**src/rtl/fb_pkg.sv**
```systemverilog
// Shared frame-buffer constants and the rectangle-fill state encoding.
// Used by the fill engine, its coordinate normaliser and the frame buffer itself.
package fb_pkg;

    localparam int H_RES   = 800;
    localparam int V_RES   = 480;
    localparam int COORD_W = 11;

    localparam logic [COORD_W-1:0] H_MAX = COORD_W'(H_RES - 1);
    localparam logic [COORD_W-1:0] V_MAX = COORD_W'(V_RES - 1);

    typedef enum logic [1:0] {
        ST_IDLE  = 2'd0,
        ST_SETUP = 2'd1,
        ST_FILL  = 2'd2,
        ST_DONE  = 2'd3
    } fill_state_e;

endpackage

```
**src/rtl/fb_coord_norm.sv**
```systemverilog
// One-axis corner normaliser: orders two coordinates and range-checks them against MAX.
// FB_FILL_CLIP_EN clamps out-of-range values to MAX; otherwise oob_o flags them.
module fb_coord_norm
    import fb_pkg::*;
#(
    parameter logic [COORD_W-1:0] MAX = H_MAX
) (
    input  logic [COORD_W-1:0] a_i,
    input  logic [COORD_W-1:0] b_i,
    output logic [COORD_W-1:0] lo_o,
    output logic [COORD_W-1:0] hi_o,
    output logic               oob_o
);

    logic [COORD_W-1:0] a;
    logic [COORD_W-1:0] b;

`ifdef FB_FILL_CLIP_EN
    assign a     = (a_i > MAX) ? MAX : a_i;
    assign b     = (b_i > MAX) ? MAX : b_i;
    assign oob_o = 1'b0;
`else
    assign a     = a_i;
    assign b     = b_i;
    assign oob_o = (a_i > MAX) || (b_i > MAX);
`endif

    assign lo_o = (a < b) ? a : b;
    assign hi_o = (a < b) ? b : a;

endmodule

```
**src/rtl/fb_rect_fill.sv**
```systemverilog
// Filled-rectangle drawing engine: one command per handshake, one frame-buffer write per clock.
// Build option FB_FILL_CLIP_EN: clamp off-screen corners instead of rejecting the command with err.
//
// state    | meaning
// ---------+-----------------------------------------------------------
// ST_IDLE  | waiting for a command, cmd_ready high
// ST_SETUP | latched corners normalised and range-checked
// ST_FILL  | one pixel written per cycle in raster order
// ST_DONE  | done (and err if rejected) pulse; next command may be taken
module fb_rect_fill
    import fb_pkg::*;
(
    input  logic               clk,
    input  logic               rst_n,
    input  logic               cmd_valid,
    output logic               cmd_ready,
    input  logic [COORD_W-1:0] cmd_x0,
    input  logic [COORD_W-1:0] cmd_y0,
    input  logic [COORD_W-1:0] cmd_x1,
    input  logic [COORD_W-1:0] cmd_y1,
    input  logic               cmd_color,
    output logic               busy,
    output logic               done,
    output logic               err,
    output logic [COORD_W-1:0] fb_pixel_h,
    output logic [COORD_W-1:0] fb_pixel_v,
    output logic               fb_load,
    output logic               fb_in
);

    fill_state_e        state_q, state_d;
    logic [COORD_W-1:0] x0_q, y0_q, x1_q, y1_q;
    logic [COORD_W-1:0] xl_q, xh_q, yh_q;
    logic [COORD_W-1:0] x_q, x_d, y_q, y_d;
    logic               color_q;
    logic               err_q;

    logic [COORD_W-1:0] xl, xh, yl, yh;
    logic               oob_x, oob_y;
    logic               accept;

    fb_coord_norm #(.MAX(H_MAX)) u_norm_x (
        .a_i   (x0_q),
        .b_i   (x1_q),
        .lo_o  (xl),
        .hi_o  (xh),
        .oob_o (oob_x)
    );

    fb_coord_norm #(.MAX(V_MAX)) u_norm_y (
        .a_i   (y0_q),
        .b_i   (y1_q),
        .lo_o  (yl),
        .hi_o  (yh),
        .oob_o (oob_y)
    );

    // Ready reopens in the DONE cycle so a held command loses no cycle between fills.
    assign cmd_ready  = (state_q == ST_IDLE) || (state_q == ST_DONE);
    assign accept     = cmd_valid && cmd_ready;
    assign busy       = (state_q != ST_IDLE);
    assign done       = (state_q == ST_DONE);
    assign err        = done && err_q;
    assign fb_load    = (state_q == ST_FILL);
    assign fb_pixel_h = x_q;
    assign fb_pixel_v = y_q;
    assign fb_in      = color_q;

    always_comb begin
        state_d = state_q;
        x_d     = x_q;
        y_d     = y_q;
        unique case (state_q)
            ST_IDLE: begin
                if (cmd_valid) state_d = ST_SETUP;
            end
            ST_SETUP: begin
                if (oob_x || oob_y) begin
                    state_d = ST_DONE;
                end else begin
                    state_d = ST_FILL;
                    x_d     = xl;
                    y_d     = yl;
                end
            end
            ST_FILL: begin
                if (x_q == xh_q) begin
                    if (y_q == yh_q) begin
                        state_d = ST_DONE;
                    end else begin
                        x_d = xl_q;
                        y_d = y_q + 1'b1;
                    end
                end else begin
                    x_d = x_q + 1'b1;
                end
            end
            ST_DONE: begin
                state_d = cmd_valid ? ST_SETUP : ST_IDLE;
            end
            default: state_d = ST_IDLE;
        endcase
    end

    always_ff @(posedge clk or negedge rst_n) begin
        if (!rst_n) begin
            state_q <= ST_IDLE;
            x0_q    <= '0;
            y0_q    <= '0;
            x1_q    <= '0;
            y1_q    <= '0;
            color_q <= 1'b0;
            xl_q    <= '0;
            xh_q    <= '0;
            yh_q    <= '0;
            err_q   <= 1'b0;
            x_q     <= '0;
            y_q     <= '0;
        end else begin
            state_q <= state_d;
            x_q     <= x_d;
            y_q     <= y_d;
            if (accept) begin
                x0_q    <= cmd_x0;
                y0_q    <= cmd_y0;
                x1_q    <= cmd_x1;
                y1_q    <= cmd_y1;
                color_q <= cmd_color;
            end
            if (state_q == ST_SETUP) begin
                xl_q  <= xl;
                xh_q  <= xh;
                yh_q  <= yh;
                err_q <= oob_x || oob_y;
            end
        end
    end

endmodule

```
**config.mk**
```make
export PLATFORM = sky130hd
export DESIGN_NAME = fb_rect_fill
export DESIGN_NICKNAME = d
export VERILOG_FILES = /design/src/rtl/fb_pkg.sv /design/src/rtl/fb_coord_norm.sv /design/src/rtl/fb_rect_fill.sv
export SDC_FILE = /design/constraint.sdc
export NUM_CORES = 1
export LEC_CHECK = 0
export CAP_MARGIN = 5
export CORE_ASPECT_RATIO = 2
export CORE_MARGIN = 2
export CORE_UTILIZATION = 55
export DETAILED_ROUTE_END_ITERATION = 8
export HOLD_SLACK_MARGIN = 0.03
export PLACE_DENSITY_LB_ADDON = 0.12
export SYNTH_ARGS = -nofsm -noshare
export SYNTH_HDL_FRONTEND = slang
export SYNTH_SLANG_ARGS = --single-unit
```
**constraint.sdc**
```tcl
create_clock -name clk -period 5.35 [get_ports clk]
set_input_delay 0.8025 -clock clk [delete_from_list [all_inputs] [get_ports clk]]
set_output_delay 0.8025 -clock clk [all_outputs]
set_load 0.01 [all_outputs]
```
## After elaboration in Yosys (flattened, before gate mapping)

Index checks and enable logic that the tools add are counted.

- Flip-flop bits (word level): 103
- Input bits: 48
- Output and inout port bits: 28
- Word-level logic and storage cells: 61

- Add/subtract/negate cells: 2
- $lt $le $gt $ge: 6
- Equal/unequal tests: 11
- Muxes and demuxes: 18
- Reduce and logical (&&, ||, !) cells: 12

Operator list:

| kind | number |
|---|---|
| two-way mux 11 bit | 10 |
| one-hot mux 11 bit (2 select lines) | 2 |
| adder 11 x 1 -> 11 bit, second input constant | 2 |
| equality test 11 bit | 2 |
| greater-than comparator 11 x 10 -> 1 bit, second input constant | 2 |
| greater-than comparator 11 x 9 -> 1 bit, second input constant | 2 |
| < comparator 11 bit | 2 |
| one-hot mux 2 bit (4 select lines) | 1 |
| two-way mux 2 bit | 3 |
| != test 2 bit, second input constant | 3 |
| AND reduction 3 bit | 2 |
| equality test 2 bit, second input constant | 2 |
| logical OR 1 bit | 4 |
| != test 2 x 1 -> 1 bit, second input constant | 2 |
| AND reduction 4 bit | 1 |
| nonzero test 2 bit | 2 |
| != test 3 bit, second input constant | 1 |
| equality test 2 x 1 -> 1 bit, second input constant | 1 |
| logical AND 1 bit | 2 |
| logical NOT 2 bit | 1 |
| two-way mux 1 bit | 2 |

## Logic depth before layout (Yosys ltp)

Gate-level depths: netlist of run 1.

- Depth after elaboration: 5
- Gate-level depth with buffers: 10
- Depth with buffers taken out: 8

## Cells and area by module

A second synthesis of run 1 with hierarchy kept.

- Cells, all modules: 548
- Area total of the unflattened synthesis: 6108.4 sq um

Modules (own cells, without submodules):

| module | instances | cells an instance | area each (sq um) | seq. area each (sq um) |
|---|---|---|---|---|
| fb_rect_fill | 1 | 420 | 4916.0 | 2577.5 |
| fb_coord_norm at u_norm_y | 1 | 64 | 644.4 | 0.0 |
| fb_coord_norm at u_norm_x | 1 | 64 | 548.0 | 0.0 |

## Worst setup path before layout of run 1

No wires, ideal clock.

- Path kind: register -> register
- Start: reg y1_q[6]
- End: reg y_q[3], in the netlist fb_pixel_v[3]
- Library setup time: 0.126 ns
- Arrival time: 2.076 ns
- Required time: 5.224 ns
- Slack: 3.148 ns
- Stages on the path, launching flop included: 10
- Period minus slack after synthesis: 2.202 ns
- Cell sequence: dfrtp_1 -> inv_1 -> ha_1 -> a21oi_1 -> o21ai_0 -> a221oi_2 -> buf_4 -> mux2i_1 -> nor2_1 -> a221o_1

- Cells in the longest elaborated chain, start to end: 5

RTL lines:

| what | RTL line | text |
|---|---|---|
| start: declaration | fb_rect_fill.sv:32 | `logic [COORD_W-1:0] x0_q, y0_q, x1_q, y1_q;` |
| start signal: assignment | fb_rect_fill.sv:127 | `y1_q <= cmd_y1;` |
| greater-than comparator 11 x 9 -> 1 bit | fb_coord_norm.sv:25 | `assign oob_o = (a_i > MAX) \|\| (b_i > MAX);` |
| logical OR 1 bit | fb_coord_norm.sv:25 |  |
| logical OR 1 bit | fb_rect_fill.sv:78 | `if (oob_x \|\| oob_y) begin` |
| != test 2 bit (no line) | - |  |
| AND reduction 4 bit (no line) | - |  |
| end signal: assignment | fb_rect_fill.sv:122 | `y_q <= y_d;` |
| end: declaration | fb_rect_fill.sv:34 | `logic [COORD_W-1:0] x_q, x_d, y_q, y_d;` |

Parallel ways exist; a longest one is shown, timed or not. The select of a mux whose other input is x is not followed.
A chain may end at the register's enable or synchronous reset.

## Worst setup path in the final report of run 1

- Start: reg state_q[0]
- End: reg x_q[0], in the netlist fb_pixel_h[0]

- Cells in the longest elaborated chain, start to end: 3

RTL lines:

| what | RTL line | text |
|---|---|---|
| start: declaration | fb_rect_fill.sv:31 | `fill_state_e state_q, state_d;` |
| start signal: assignment | fb_rect_fill.sv:120 | `state_q <= state_d;` |
| equality test 2 bit / equality test 2 x 1 -> 1 bit (equally long branches) | fb_rect_fill.sv:73 | `unique case (state_q)` |
| != test 3 bit (no line), or another cell as far along | - |  |
| AND reduction 3 bit (no line) | - |  |
| end signal: assignment | fb_rect_fill.sv:117 | `x_q <= '0;` |
| end signal: assignment | fb_rect_fill.sv:121 | `x_q <= x_d;` |
| end: declaration | fb_rect_fill.sv:34 |  |

Parallel ways exist; a longest one is shown, timed or not.

==> flow_metrics.tcl, run 1 <==
set metrics [dict create \
    wl_per_cell_um 16.4 \
    htreeDepth 3 \
    layout-drive-gt1-share 0.121 \
    drc 0 \
    worstPathMaxFanout 29 \
    ys_types 56 \
    syn_area_sq_mm 0.00600 \
    crit_path_max_incr_delay_ps 720 \
    ys.flop_type "dfrtp_1" \
    cts_buffers 9 \
    critPathBufInv 2 \
    finalClockSkew_ps 9.27 \
    num-nets-final 730 \
    crit_path_top_delay_cell "ha_1" \
    track_usage 0.238 \
    grt_pass1_vias 4466 \
    clkLatencyLatePin_ps 350 \
    outcome "finished, final reports clean" \
    critPathMostFrequentCell "inv_1" \
    vias 4613 \
    peakVddDrop_mv 0.488 \
    slew_violations 0 \
    avgSynthCellArea_sq_um 10.0 \
    gp_congestion 0.828 \
    ys_seq_elements 103 \
    maxCapViolations 0 \
    place_inst 784 \
    start_util 0.558 \
    finalSetupViolCount 0 \
    postCtsHoldBufs 0 \
    cts_tree "done" \
    start_kind "flip-flop" \
    cts.path.max_buffers 2 \
    cp-end-kind "flip-flop" \
    ys_seq_area_frac 0.430 \
    instances_no_fill 800 \
    fin_util 0.662 \
    area_delta_synth_final_pct 18.5 \
    arrival_ps 3370 \
    chipHeight_um 152 \
    leakage_nw 3.07 \
    drt_iter0_markers 247 \
    vias_per_cell 5.77 \
    die_area_sq_mm 0.0118 \
    fmax_mhz 318 \
    ys_warn_count 0 \
    io_buffers 75 \
    finish.instance_area_sq_mm 0.00711 \
    period_minus_slack_ps 3150 \
    cts-root-buf "clkbuf_16" \
    rsz0062_at_grt "false" \
    tns_ps 0 \
    critPathRequiredTime_ps 5570 \
    design.portCount 76 \
    cts_resized 0 \
    critical_path.cell_chain "inv_1, ha_1, inv_1, o31a_1, o2111ai_1, o221ai_2" \
    async_reset_ff_frac 1.00 \
    grt_pass1_wl_um 22200 \
    path_delay_family "compound AO/OA/AOI/OAI gates" \
    firstDrtPassIters 5 \
    slew_headroom 0.211 \
    syn-num-nets 675 \
    die_x_um 77.8 \
    grt_overflow 0 \
    synthCells 600 \
    post_cts_buffers 0 \
    tightest_slew_ps 1180 \
    crit_type "reg -> reg" \
    core_area_sq_mm 0.0107 \
    hold_viol 0 \
    antenna_found_initial 0 \
    wl_um 13100 \
    n_fill_cell 875 \
    grt_max_degree 70 \
    synth_edf_count 0 \
    post-route-period-util 0.589 \
    place_hpwl_um 9500 \
    clk_pin_slew_ps 70 \
    row_count 54 \
    placed_area_sq_mm 0.00680 \
    power_density_mw_per_mm2 774 \
    ant_nets 0 \
    cts.sinks 103 \
    min_path_type "in -> async" \
    n_antenna_cell 0 \
]
cell type report:
class                      instances  area, sq um  area share
inverter                          31          116      0.0164
clock buffer                      10          239      0.0336
timing repair buffer              79          778       0.109
clock inverter                     6         72.6      0.0102
multi-input combinational        431         3150       0.443
sequential                       103         2580       0.363
tap                              140          175      0.0246
synth_stat cells (all sizes together) (2+ instances only):
cell	count	area share
nor2b	2	0.0021
o21ai	36	0.030
a21oi	47	0.039
o22ai	8	0.0083
xor2	26	0.038
buf	15	0.016
a221oi	2	0.0040
clkbuf	20	0.013
xnor2	5	0.0073
o311ai	3	0.0044
and3	3	0.0033
o31ai	4	0.0073
ha	27	0.056
dfrtp	103	0.43
nor3	5	0.0042
nand4	9	0.0094
o22a	7	0.010
nand2	47	0.030
nor4	14	0.020
a31o	7	0.010
nand2b	5	0.0052
mux2	36	0.068
inv	31	0.019
a211oi	3	0.0046
a221o	4	0.0067
nor2	46	0.029
nand3	19	0.018
and2	2	0.0021
mux2i	48	0.080
nor4b	2	0.0029
metrics by stage:
stage          total power, mW  worst slack [ps]  hold slack, ps
3_3_place_gp              4.74              2260             490
2_1_floorplan             3.99              3150             484
5_1_grt                   5.95              1960             473
6_report                  5.50              2200             431
3_5_place_dp              4.81              2270             500
4_1_cts                   5.52              2250             444
cells in the final DEF, fill, tap and decap left out, types with 3 or more instances in the layout:
cell and instances:
buf_4 5, nor4_1 10, nor4_2 3, nand3_1 17
o22a_1 7, o311ai_0 3, o21ai_0 34, o22ai_1 8
xor2_1 26, o31ai_1 3, xnor2_1 5, inv_6 4
dfrtp_1 103, ha_1 26, clkdlybuf4s50_1 74, a21oi_1 47
mux2i_1 48, nor3_1 5, nand2_1 46, nor2_1 46
clkbuf_16 9, nand4_1 9, inv_1 31, mux2_2 36
a31o_2 7, a221o_1 4, nand2b_1 5
worst reg2reg max path, cell delays in order, from the launching register on:
cell and delay [ps]:
dfrtp_1 410, inv_1 110, ha_1 720, inv_1 690, o31a_1 710, o2111ai_1 250
o221ai_2 130
kinds of logic (layout without fill, tap and decap cells):
kind of cell	Yosys count	count (layout)	share of synthesized area
compound gates	130	130	0.140
fa+ha+maj	27	27	0.0563
simple gates	159	159	0.132
mux	84	84	0.148
buf+inv	66	126	0.0484
flops	103	103	0.430
xor+xnor	31	31	0.0453
where the power goes:
group	leakage (nW)	total, mW	internal (mW)	switching (mW)
Clock	0.151	0.686	0.382	0.304
Combinational	1.72	3.13	1.48	1.64
Sequential	1.20	1.69	1.21	0.486
Total	3.07	5.50	3.07	2.43
state kept, by name, indices dropped and copies added (netlist names):
register / flops
fb_pixel_v: 11
y0_q: 11
err_q: 1
state_q: 2
xl_q: 11
x0_q: 11
y1_q: 11
x1_q: 11
yh_q: 11
fb_in: 1
fb_pixel_h: 11
xh_q: 11
metal layers:
layer / vias to the layer above / GRT usage / part of all wire
met3: 21 / 0.0332 / 0.029
met2: 109 / 0.358 / 0.47
met4: 0 / 0.0911 / 0.020
met5: - / 0 / 0
met1: 2229 / 0.348 / 0.48
li1: 2254 / - / -
final timing paths:
path                       slack (ps)                   endpoint                    from  cells after the start
max in group asynchronous        3750        x0_q[8]$_DFFE_PN0P_                   rst_n                      2
min in group clk                  520          fb_in$_DFFE_PN0P_       fb_in$_DFFE_PN0P_                      1
hold / removal                    430  fb_pixel_v[3]$_DFFE_PN0P_                   rst_n                      1
setup / recovery                 2200  fb_pixel_h[0]$_DFFE_PN0P_  state_q[0]$_DFFE_PN0P_                      6
setup reg to reg                 2200  fb_pixel_h[0]$_DFFE_PN0P_  state_q[0]$_DFFE_PN0P_                      6
hold reg to reg                   520          fb_in$_DFFE_PN0P_       fb_in$_DFFE_PN0P_                      1
Power figures use the tool's default switching activity.
==> run 2: changes to the inputs <==
--- a/config.mk
+++ b/config.mk
@@ -8,7 +8,7 @@
 export CAP_MARGIN = 5
 export CORE_ASPECT_RATIO = 2
 export CORE_MARGIN = 2
-export CORE_UTILIZATION = 55
+export CORE_UTILIZATION = 51
 export DETAILED_ROUTE_END_ITERATION = 8
 export HOLD_SLACK_MARGIN = 0.03
 export PLACE_DENSITY_LB_ADDON = 0.12
==> constraint.sdc (replaced) <==
create_clock -name clk -period 2.55 [get_ports clk]
set_input_delay 0.3825 -clock clk [delete_from_list [all_inputs] [get_ports clk]]
set_output_delay 0.3825 -clock clk [all_outputs]
set_load 0.01 [all_outputs]
==> flow_metrics.tcl, run 2 (synthesis results as in run 1) <==
set metrics [dict create \
    r2r_cells 9 \
    r2r_slack_ps 130 \
    wl_met3_um 487 \
    cts_tree "done" \
    finalWorstSetupSlack_ps 106 \
    finalClockSkew_ps 7.10 \
    cts.path.max_buffers 2 \
    critical_path.cell_chain "inv_1, ha_1, inv_1, clkdlybuf4s50_1" \
    tns_ps 0 \
    postCtsHoldBufs 0 \
    area_delta_synth_final_pct 25.1 \
    crit_type "reg -> out" \
    combPwrFrac 0.611 \
    cts.sinks 103 \
    n_antenna_cell 0 \
    start_util 0.516 \
    clk_pin_slew_ps 70 \
    post-route-period-util 0.958 \
    grt_max_degree 69 \
    vias 4978 \
    finalSetupViolCount 0 \
    num-nets-final 770 \
    p_clk_frac 0.117 \
    layout-drive-gt1-share 0.177 \
    outcome "finished, final reports clean" \
    regArea_sq_mm 0.00258 \
    crit_path_max_incr_delay_ps 660 \
    row_count 56 \
    io_buffers 75 \
    antenna_found_initial 0 \
    seqPwrFrac 0.272 \
    m1WireLength_um 5600 \
    slew_violations 0 \
    drt_iter0_markers 249 \
    place_hpwl_um 12900 \
    firstDrtPassIters 4 \
    hold_viol 0 \
    p_int_mw 7.15 \
    p_switching_mw 5.76 \
    rr_startpoint "y1_q[5]$_DFFE_PN0P_" \
    layout_common_cells "dfrtp_1, clkdlybuf4s50_1, a21oi_1, mux2i_1" \
    die_area_sq_mm 0.0127 \
    grt_pass1_wl_um 26900 \
    swShare 0.446 \
    grt_overflow 0 \
    final_common_cell "dfrtp_1" \
    cts_buffers 9 \
    die_x_um 80.7 \
    clkLatencyLatePin_ps 350 \
    period_minus_slack_ps 2440 \
    maxCapViolations 0 \
    tightest_slew_ps 675 \
    core_area_sq_mm 0.0116 \
    post-place-ws_ps 10.5 \
    critPathRequiredTime_ps 2170 \
    power_density_mw_per_mm2 1720 \
    gp_congestion 0.888 \
    top_layer "met4" \
    n_fill_cell 1023 \
    crit_path_top_delay_cell "clkdlybuf4s50_1" \
    peakVddDrop_mv 0.995 \
    cp-end-kind "primary output" \
    wl_per_cell_um 20.4 \
    grt_pass1_vias 5199 \
    ant_nets 0 \
    drc 0 \
    worstPathMaxFanout 4 \
    min_path_type "in -> async" \
    design.portCount 76 \
    fin_util 0.645 \
    track_usage 0.288 \
    arrival_ps 2060 \
    leakage_nw 3.29 \
    critPathMostFrequentCell "inv_1" \
    rr_endpoint "fb_pixel_v[5]$_DFFE_PN0P_" \
    wl_um 17200 \
    wl_met2_um 9850 \
    multi_input_area_sq_mm 0.00318 \
    chipHeight_um 157 \
    start_kind "flip-flop" \
    htreeDepth 3 \
    cts-root-buf "clkbuf_16" \
    vias_per_cell 5.89 \
    fmax_mhz 409 \
    slew_headroom 0.550 \
]
## run 2: changes by cell type in the layout (fill, tap and decap cells not counted), sizes merged
cell	delta
buf	+40
clkinv	+2
inv	-2
bufinv	+1
clkbuf	-1
## run 2: worst max path at each step
stage | end | startpoint | slack, ps
6_report | cmd_ready | state_q[0]$_DFFE_PN0P_ | 110
2_1_floorplan | fb_pixel_v[3]$_DFFE_PN0P_ | y1_q[6]$_DFFE_PN0P_ | 350
5_1_grt | fb_pixel_v[5]$_DFFE_PN0P_ | x1_q[7]$_DFFE_PN0P_ | -5
3_5_place_dp | fb_pixel_v[2]$_DFFE_PN0P_ | y1_q[6]$_DFFE_PN0P_ | 10
3_3_place_gp | fb_pixel_v[8]$_DFFE_PN0P_ | y1_q[2]$_DFFE_PN0P_ | 120
4_1_cts | xl_q[10]$_DFFE_PN0N_ | x1_q[4]$_DFFE_PN0P_ | 30
## run 2: layer usage
| layer | global-route usage | up-vias |
|---|---|---|
| met1 | 0.263 | 2456 |
| met4 | 0.211 | 0 |
| met3 | 0.0338 | 63 |
| li1 | - | 2329 |
| met2 | 0.554 | 130 |
| met5 | 0 | - |
## run 2: critical path: cells and delay by family, from the launching register on
kind	cells	cell delay (ps)
fa+ha+maj	1	360
flops	1	410
buf+inv	3	930
## run 2: metrics by stage
stage	total power, mW	area [sq um]	instances	hold WS (ps)
CTS	12.8	7460	843	86.1
global route	13.8	7500	845	108
floorplan	8.38	6000	600	86.9
finish	12.9	7500	845	64.0
detailed placement	11.2	7120	824	462
global placement	10.9	7120	824	451
## run 2: what timing repair did
action                                  in CTS  in global routing
pin swaps                                    1                  2
gates cloned                                 0                  0
gates resized for setup                      0                  6
endpoints found under the setup margin       2                  7
hold endpoints to repair                     0                  0
setup buffers                                3                  2
## run 2: final cells by class
cell class                      instances  share of cell area
Inverter                               31              0.0155
Sequential cell                       103               0.344
Tap cell                              145              0.0242
Timing Repair Buffer                  119               0.150
Clock buffer                            9              0.0300
Multi-Input combinational cell        431               0.424
Clock inverter                          7              0.0127
## run 2: power by group through the flow
| stage | Sequential [mW] | Clock, mW | Combinational (mW) |
|---|---|---|---|
| finish | 3.51 | 1.51 | 7.88 |
| global route | 3.61 | 1.61 | 8.58 |
| CTS | 3.48 | 1.54 | 7.80 |
| detailed placement | 3.51 | 0 | 7.66 |
| global placement | 3.47 | 0 | 7.48 |
| floorplan | 3.30 | 0 | 5.08 |
